--- config.mk ---
export PLATFORM = sky130hd
export DESIGN_NAME = audio_rec_sequencer
export DESIGN_NICKNAME = d
export VERILOG_FILES = /design/src/rtl/audio_rec_sequencer.sv
export SDC_FILE = /design/constraint.sdc
export NUM_CORES = 1
export LEC_CHECK = 0
export ABC_AREA = 1
export CORE_MARGIN = 5
export CORE_UTILIZATION = 41
export DETAILED_ROUTE_END_ITERATION = 12
export HOLD_SLACK_MARGIN = 0.1
export PLACE_DENSITY = 0.67
export SYNTH_ARGS = -nofsm -noshare
export SYNTH_HDL_FRONTEND = slang
export SYNTH_SLANG_ARGS = --single-unit
--- constraint.sdc ---
create_clock -name CLK -period 3.55 [get_ports CLK]
set_input_delay 0.71 -clock CLK [delete_from_list [all_inputs] [get_ports CLK]]
set_output_delay 0.71 -clock CLK [all_outputs]
set_load 0.02 [all_outputs]
--- src/rtl/audio_rec_sequencer.sv ---
`default_nettype none
// ============================================================================
// Module   : audio_rec_sequencer
// Purpose  : Record/playback sequencer driving the DDR2 wrapper byte handshake.
// Revision : 1.0
// ============================================================================
module audio_rec_sequencer #(
    parameter int ADDR_W = 26,
    parameter int DATA_W = 8
) (
    input  logic              CLK,
    input  logic              reset,
    input  logic              rec,
    input  logic              play,
    input  logic [DATA_W-1:0] sample_in,
    input  logic              sample_in_valid,
    input  logic              sample_req,
    output logic [DATA_W-1:0] sample_out,
    output logic              sample_out_valid,
    output logic [ADDR_W-1:0] address,
    output logic [DATA_W-1:0] data_in,
    output logic              write_enable,
    output logic              read_request,
    output logic              read_ack,
    input  logic [DATA_W-1:0] data_out,
    input  logic              rdy,
    input  logic              rd_data_pres,
    input  logic [ADDR_W-1:0] max_ram_address,
    output logic [ADDR_W-1:0] rec_len,
    output logic              recording,
    output logic              playing,
    output logic              full,
    output logic              overrun
);

    localparam logic [2:0] c_idle      = 3'd0;
    localparam logic [2:0] c_rec_wait  = 3'd1;
    localparam logic [2:0] c_rec_write = 3'd2;
    localparam logic [2:0] c_play_wait = 3'd3;
    localparam logic [2:0] c_play_req  = 3'd4;
    localparam logic [2:0] c_play_data = 3'd5;
    localparam logic [2:0] c_done      = 3'd6;

    localparam logic [ADDR_W-1:0] c_one = ADDR_W'(1);

    logic [2:0]        state_q, state_d;
    logic [ADDR_W-1:0] address_q, address_d;
    logic [ADDR_W-1:0] rec_len_q, rec_len_d;
    logic [DATA_W-1:0] data_in_q, data_in_d;
    logic [DATA_W-1:0] sample_out_q, sample_out_d;
    logic [DATA_W-1:0] hold_q, hold_d;
    logic              write_enable_q, write_enable_d;
    logic              read_request_q, read_request_d;
    logic              read_ack_q, read_ack_d;
    logic              sample_out_valid_q, sample_out_valid_d;
    logic              full_q, full_d;
    logic              overrun_q, overrun_d;
    logic              pend_q, pend_d;
    logic              req_q, req_d;

    logic [ADDR_W-1:0] w_last_addr;
    logic              w_drain;
    logic              w_cap_en;
    logic              w_done_exit;

    assign w_last_addr = rec_len_q - c_one;
    assign w_drain     = rdy && (state_q == c_rec_wait) && pend_q;
    // Capture stays armed in DONE while rec is held so post-full samples register as overruns.
    assign w_cap_en    = recording || ((state_q == c_done) && rec);
    assign w_done_exit = rdy && (state_q == c_done) && !rec && !play;

    always_ff @(posedge CLK or posedge reset) begin
        if (reset) begin
            state_q            <= c_idle;
            address_q          <= '0;
            rec_len_q          <= '0;
            data_in_q          <= '0;
            sample_out_q       <= '0;
            hold_q             <= '0;
            write_enable_q     <= 1'b0;
            read_request_q     <= 1'b0;
            read_ack_q         <= 1'b0;
            sample_out_valid_q <= 1'b0;
            full_q             <= 1'b0;
            overrun_q          <= 1'b0;
            pend_q             <= 1'b0;
            req_q              <= 1'b0;
        end else begin
            state_q            <= state_d;
            address_q          <= address_d;
            rec_len_q          <= rec_len_d;
            data_in_q          <= data_in_d;
            sample_out_q       <= sample_out_d;
            hold_q             <= hold_d;
            write_enable_q     <= write_enable_d;
            read_request_q     <= read_request_d;
            read_ack_q         <= read_ack_d;
            sample_out_valid_q <= sample_out_valid_d;
            full_q             <= full_d;
            overrun_q          <= overrun_d;
            pend_q             <= pend_d;
            req_q              <= req_d;
        end
    end

    always_comb begin
        state_d = state_q;
        if (rdy) begin
            case (state_q)
                c_idle: begin
                    if (rec)
                        state_d = c_rec_wait;
                    else if (play)
                        state_d = (rec_len_q != '0) ? c_play_wait : c_done;
                end
                c_rec_wait: begin
                    if (pend_q)
                        state_d = c_rec_write;
                    else if (!rec)
                        state_d = c_idle;
                end
                c_rec_write:
                    state_d = (address_q == max_ram_address) ? c_done : c_rec_wait;
                c_play_wait: begin
                    if (req_q)
                        state_d = c_play_req;
                    else if (!play)
                        state_d = c_idle;
                end
                c_play_req: begin
                    if (rd_data_pres)
                        state_d = c_play_data;
                end
                c_play_data:
                    state_d = (address_q == w_last_addr) ? c_done : c_play_wait;
                c_done: begin
                    if (!rec && !play)
                        state_d = c_idle;
                end
                default: state_d = c_idle;
            endcase
        end
    end

    always_comb begin
        address_d          = address_q;
        rec_len_d          = rec_len_q;
        data_in_d          = data_in_q;
        sample_out_d       = sample_out_q;
        hold_d             = hold_q;
        write_enable_d     = 1'b0;
        read_request_d     = 1'b0;
        read_ack_d         = 1'b0;
        sample_out_valid_d = 1'b0;
        full_d             = full_q;
        overrun_d          = overrun_q;
        pend_d             = pend_q;
        req_d              = req_q;

        if (rdy) begin
            case (state_q)
                c_idle: begin
                    if (rec) begin
                        rec_len_d = '0;
                        full_d    = 1'b0;
                        overrun_d = 1'b0;
                        address_d = '0;
                    end else if (play && (rec_len_q != '0)) begin
                        address_d = '0;
                    end
                end
                c_rec_wait: begin
                    if (pend_q) begin
                        data_in_d      = hold_q;
                        write_enable_d = 1'b1;
                    end
                end
                c_rec_write: begin
                    if (rec_len_q <= max_ram_address)
                        rec_len_d = rec_len_q + c_one;
                    if (address_q == max_ram_address)
                        full_d = 1'b1;
                    else
                        address_d = address_q + c_one;
                end
                c_play_wait: begin
                    if (req_q)
                        read_request_d = 1'b1;
                end
                c_play_req: begin
                    if (rd_data_pres) begin
                        sample_out_d       = data_out;
                        read_ack_d         = 1'b1;
                        sample_out_valid_d = 1'b1;
                    end
                end
                c_play_data: begin
                    if (address_q != w_last_addr)
                        address_d = address_q + c_one;
                end
                default: ;
            endcase
        end

        // Hold buffer: a sample landing on the draining cycle refills it without an overrun.
        if (state_q == c_idle) begin
            if (!rec)
                pend_d = 1'b0;
            else if (sample_in_valid) begin
                hold_d = sample_in;
                pend_d = 1'b1;
            end
        end else begin
            if (w_drain)
                pend_d = 1'b0;
            if (w_cap_en && sample_in_valid) begin
                if (full_q || (pend_q && !w_drain))
                    overrun_d = 1'b1;
                else begin
                    hold_d = sample_in;
                    pend_d = 1'b1;
                end
            end
            if (w_done_exit)
                pend_d = 1'b0;
        end

        if (playing) begin
            if (read_request_d)
                req_d = 1'b0;
            if (sample_req)
                req_d = 1'b1;
        end else begin
            req_d = 1'b0;
        end
    end

    assign recording        = (state_q == c_rec_wait) || (state_q == c_rec_write);
    assign playing          = (state_q == c_play_wait) || (state_q == c_play_req) ||
                              (state_q == c_play_data);
    assign sample_out       = sample_out_q;
    assign sample_out_valid = sample_out_valid_q;
    assign address          = address_q;
    assign data_in          = data_in_q;
    assign write_enable     = write_enable_q;
    assign read_request     = read_request_q;
    assign read_ack         = read_ack_q;
    assign rec_len          = rec_len_q;
    assign full             = full_q;
    assign overrun          = overrun_q;

endmodule
`default_nettype wire

### Word level (Yosys, flattened, before mapping)

Index checks and enable logic that the tools add are counted.

| word-level totals | value |
|---|---|
| bits in registers | 86 |
| word-level logic and storage cells | 124 |
| output and inout port bits | 76 |

| cells by class | value |
|---|---|
| reductions and logical operators | 30 |
| equality and inequality tests | 24 |
| mux-type cells | 53 |
| add/sub/neg operators | 3 |
| $lt $le $gt $ge | 1 |

Operators with widths:

| kind | count |
|---|---|
| 26-bit 2-to-1 mux | 6 |
| 26-bit case mux with 3 select lines | 1 |
| 26-bit by 1-bit adder with 26-bit output, second input constant | 2 |
| 26-bit == test | 2 |
| 26-bit case mux with 2 select lines | 1 |
| 8-bit 2-to-1 mux | 5 |
| 3-bit 2-to-1 mux | 11 |
| 1-bit 2-to-1 mux | 27 |
| 26-bit less-or-equal comparator | 1 |
| 26-bit != test | 1 |
| 26-bit nonzero test | 1 |
| 26-bit by 1-bit subtractor with 26-bit output, second input constant | 1 |
| 3-bit case mux with 7 select lines | 1 |
| 2-bit != test, second input constant | 8 |
| 3-bit != test, second input constant | 5 |
| 4-bit AND reduction | 3 |
| 1-bit logical AND | 10 |
| 3-bit == test, second input constant | 3 |
| 3-bit by 2-bit == test with 1-bit output, second input constant | 2 |
| 3-bit AND reduction | 2 |
| 6-bit AND reduction | 1 |
| 1-bit logical OR | 5 |
| 5-bit AND reduction | 1 |
| 2-bit nonzero test | 2 |
| 7 further kinds | 9 |

### Logic depth before layout (Yosys ltp)

| logic depth | value |
|---|---|
| depth after elaboration | 10 |
| gate-level depth with buffers | 18 |

### Least setup slack after synthesis

Ideal clock, no wire load.

| path | value |
|---|---|
| path kind | register to register |
| start | register rec_len_q[0], in the netlist rec_len[0] |
| end | register address_q[23], in the netlist address[23] |
| clock period less this slack | 2.328 ns |
| library setup time | 0.118 ns |
| data arrival time | 2.210 ns |
| slack | 1.222 ns |
| stages on the path, launching flop included | 18 |
| cells stage by stage | dfrtp_1 > inv_2 > ha_1 > nand2_2 > nor2_4 > buf_6 > nand2_1 > nand2_1 > nand2_1 > nor2_1 > nand2_1 > nor2_1 > nand2_1 > nor2_4 > nand3_4 > buf_2 > nand4_1 > nand2_1 |

| between the ends | value |
|---|---|
| cells in the longest elaborated chain, start to end | 4 |

RTL lines:

| element | RTL line | text |
|---|---|---|
| from (decl) | 48 | `logic [ADDR_W-1:0] rec_len_q, rec_len_d;` |
| from (signal assigned) | 91 | `rec_len_q <= rec_len_d;` |
| 26-bit by 1-bit subtractor with 26-bit output / 26-bit nonzero test (equally long branches) | 66, 168 |  |
| 26-bit != test / 1-bit logical AND (equally long branches) | 198, 168 |  |
| 2-bit != test (no source line) / 3-bit != test (equally long branches) | - |  |
| 5-bit AND reduction (no source line) * | - |  |
| to (signal assigned) | 90 | `address_q <= address_d;` |
| to (decl) | 47 | `logic [ADDR_W-1:0] address_q, address_d;` |

Mark *: on every way between the ends. The rest lies on a longest branch, timed or not.
A chain may end at the register's enable or synchronous reset.

### Final worst setup path

| path | value |
|---|---|
| start | input port max_ram_address[11] |
| end | register address_q[2], in the netlist address[2] |

| between the ends | value |
|---|---|
| cells in the longest elaborated chain, start to end | 3 |

RTL lines:

| element | RTL line | text |
|---|---|---|
| from (decl) | 28 | `input logic [ADDR_W-1:0] max_ram_address,` |
| 26-bit == test | 181 | `if (address_q == max_ram_address)` |
| 2-bit != test (no source line) | - |  |
| 5-bit AND reduction (no source line) | - |  |

No other way between the ends.

==> impl_metrics.json <==
{
  "run_status": "finished clean",
  "min_from": "sample_out[6]",
  "required_ns": 3.80,
  "hpwl_um": 18000,
  "grt_max_degree": 48,
  "async_flop_share_pct": 100,
  "r2r_end": "address[2]",
  "grt_pass1_wl_um": 36900,
  "dp_cells": 1455,
  "fin_crit_ns": 3.16,
  "antenna_found_initial": 0,
  "seqPwrFrac_pct": 31.3,
  "fp.dieH_um": 145,
  "grt-ovfl-total": 0,
  "fin_cells": 1471,
  "nNetsFinal": 1316,
  "syn-instance-count": 1138,
  "post-route-period-util_pct": 88.9,
  "drive_above_1_share_pct": 5.48,
  "diodes": 0,
  "hold_buffers": 0,
  "gp_congestion": 0.973,
  "p_int_w": 0.00232,
  "clkPwrFrac_pct": 22.5,
  "r2r-start": "address[11]",
  "die_width_um": 145,
  "start_kind": "input pin",
  "synth.avg_cell_area_um2": 6.53,
  "setup_violations": 0,
  "dr.pass1.iters": 5,
  "cts_tree": "done",
  "drv_slew": 0,
  "portBuffers": 125,
  "whs_endpoint": "sample_out[6]",
  "area_growth_pct": 22.8,
  "clkSinkCount": 86,
  "yosysWarnings": 0,
  "reg2reg_setup_slack_ns": 0.57,
  "layout_common_cells": "nand2_1, nor2_1, clkdlybuf4s50_1",
  "syn_area_um2": 7430,
  "slew_headroom_pct": 26.3,
  "arrival_ns": 3.40,
  "dieArea_um2": 20900,
  "initial_core_util_pct": 41.5,
  "fmax_mhz": 317,
  "hold_violations": 0,
  "vdd_ir_drop_max_uv": 330,
  "synth-seq-area-share_pct": 28.9,
  "grt_pass1_vias": 7148,
  "combinationalPowerShare_pct": 46.2,
  "end_kind": "flip-flop",
  "ios": 126,
  "initialDrtViolationCount": 516,
  "std_cell_rows": 49,
  "cpMaxStageDelayCell": "nor3_4",
  "synth_seq_cells": 86,
  "clock_latency_ns": 0.37,
  "synth.distinct_cells": 39,
  "drtAntennaViolNets": 0,
  "powerDensity_nw_per_um2": 447,
  "cellLeakagePower_nw": 4.39,
  "max_stage_delay_ns": 0.80,
  "grtUsageTotal_pct": 22.4,
  "drc": 0,
  "cts_buffer_depth": 2,
  "fin_skew_ns": 0.0168,
  "cts_resized": 0,
  "rsz0062_at_grt": "no",
  "post_cts_buffers": 0,
  "h-tree-depth": 3,
  "cts_buffers": 9,
  "p_switching_w": 0.00177,
  "fillers": 1833,
  "max_cap_violations": 0,
  "startpoint": "max_ram_address[11]",
  "hold_depth": 2,
  "final_common_cell": "nand2_1",
  "worst-setup-path-type": "in2reg",
  "core_um2": 17900,
  "reg2reg_depth": 10,
  "routed_wl_um": 23100,
  "via_count": 7588,
  "cp_max_fo": 27,
  "crit_chain": "clkdlybuf4s50_1, xor2_1, a21oi_1, nand3_1, nor2_1, nand3_1, nor2_1, nor3_4, nand3_4, nand2_1, nand2_1",
  "tns_ns": 0,
  "synth.net_count": 1217,
  "synth_top_flop_cell": "dfrtp_1",
  "avgRoutedWirePerCell_um": 15.7,
  "clkSlewWorstSetupHoldPaths_ns": 0.07,
  "tightest_slew_ns": 1.10,
  "root_buffer": "clkbuf_16",
  "synth-edff-count": 0,
  "drt-vias-per-instance": 5.16,
  "swShare_pct": 43.3,
  "min_path_type": "reg2reg"
}
[final cells by class]
| type | instances | area, µm² | area share [%] |
|---|---|---|---|
| repair buffers | 147 | 1430 | 15.7 |
| multi-input cells | 864 | 4500 | 49.3 |
| well taps | 229 | 287 | 3.14 |
| inverters | 129 | 485 | 5.32 |
| clock inverters | 6 | 45.0 | 0.494 |
| flip-flops and latches | 86 | 2150 | 23.6 |
| clock buffers | 10 | 229 | 2.51 |
[cell usage after synthesis (9+ instances only)]
cell type  number  area share [%]
nand2_1       330              17
nor2_1        153             7.7
inv_1         124             6.3
dfrtp_1        86              29
nand3_1        72             4.8
nand4_1        63             5.3
xor2_1         54             6.4
nor3_1         33             2.2
a21oi_1        31             2.1
ha_1           29             4.9
buf_2          26             1.8
clkbuf_1       24             1.2
o21ai_0        21             1.4
xnor2_1        21             2.5
nor4_1         11            0.93
nor2_4          9             1.4
[flip-flops by register name (all words and copies together), names as in the netlist]
| register | cells |
|---|---|
| address | 26 |
| data_in | 8 |
| full | 1 |
| hold_q | 8 |
| overrun | 1 |
| pend_q | 1 |
| read_request | 1 |
| rec_len | 26 |
| req_q | 1 |
| sample_out | 8 |
| sample_out_valid | 1 |
| state_q | 3 |
| write_enable | 1 |
[how the worst max path moves through the flow]
stage | endpoint | slack [ns]
floorplan | address[0] | 0.62
global placement | address[4] | 0.15
detailed placement | address[5] | 0.07
CTS | address[23] | 0.45
global route | address[12] | 0.14
finish | address[2] | 0.39
[per-stage QoR]
step	setup slack [ns]	cell area (µm²)	util (%)	hold WS, ns	power (W)
final	0.395	9130	51.0	0.484	0.00408
after global routing	0.136	9130	51.0	0.509	0.00435
after CTS	0.450	9130	51.0	0.488	0.00410
after detailed placement	0.0712	8850	49.4	0.465	0.00316
after global placement	0.153	8850	49.4	0.463	0.00314
after floorplan	0.618	7430	-	0.478	0.00254
[cells by family after synthesis]
family	count (synthesis)	share of synthesized area, %
buffers and inverters	188	10.5
adder cells (fa/ha/maj)	29	4.88
AO/OA/AOI/OAI	64	4.73
flip-flops	86	28.9
AND/OR/NAND/NOR	695	41.9
XOR/XNOR	76	9.05
[routing by layer]
layer	track usage (%)	share of wire [%]	routed length (µm)	up-vias
li1	-	-	-	3829
met1	29.8	44	10200	3478
met2	37.5	47	10900	245
met3	4.17	6.1	1410	36
met4	6.04	2.4	556	0
met5	0	0	0	-
[power groups by stage]
stage          clock, W  sequential (W)  combinational (W)
6_report       0.000920         0.00128            0.00188
5_1_grt        0.000972         0.00130            0.00208
4_1_cts        0.000938         0.00128            0.00188
3_5_place_dp          0         0.00129            0.00187
3_3_place_gp          0         0.00129            0.00185
2_1_floorplan         0         0.00141            0.00113
[critical path: cells and delay by family]
family                    cells  cell delay [ns]
buffers and inverters         1             0.50
xor gates and xnor gates      1             0.15
and+or+nand+nor               8             1.94
AOI/OAI and AO/OA             1             0.07
No activity file was read; power rests on OpenSTA's default activity.
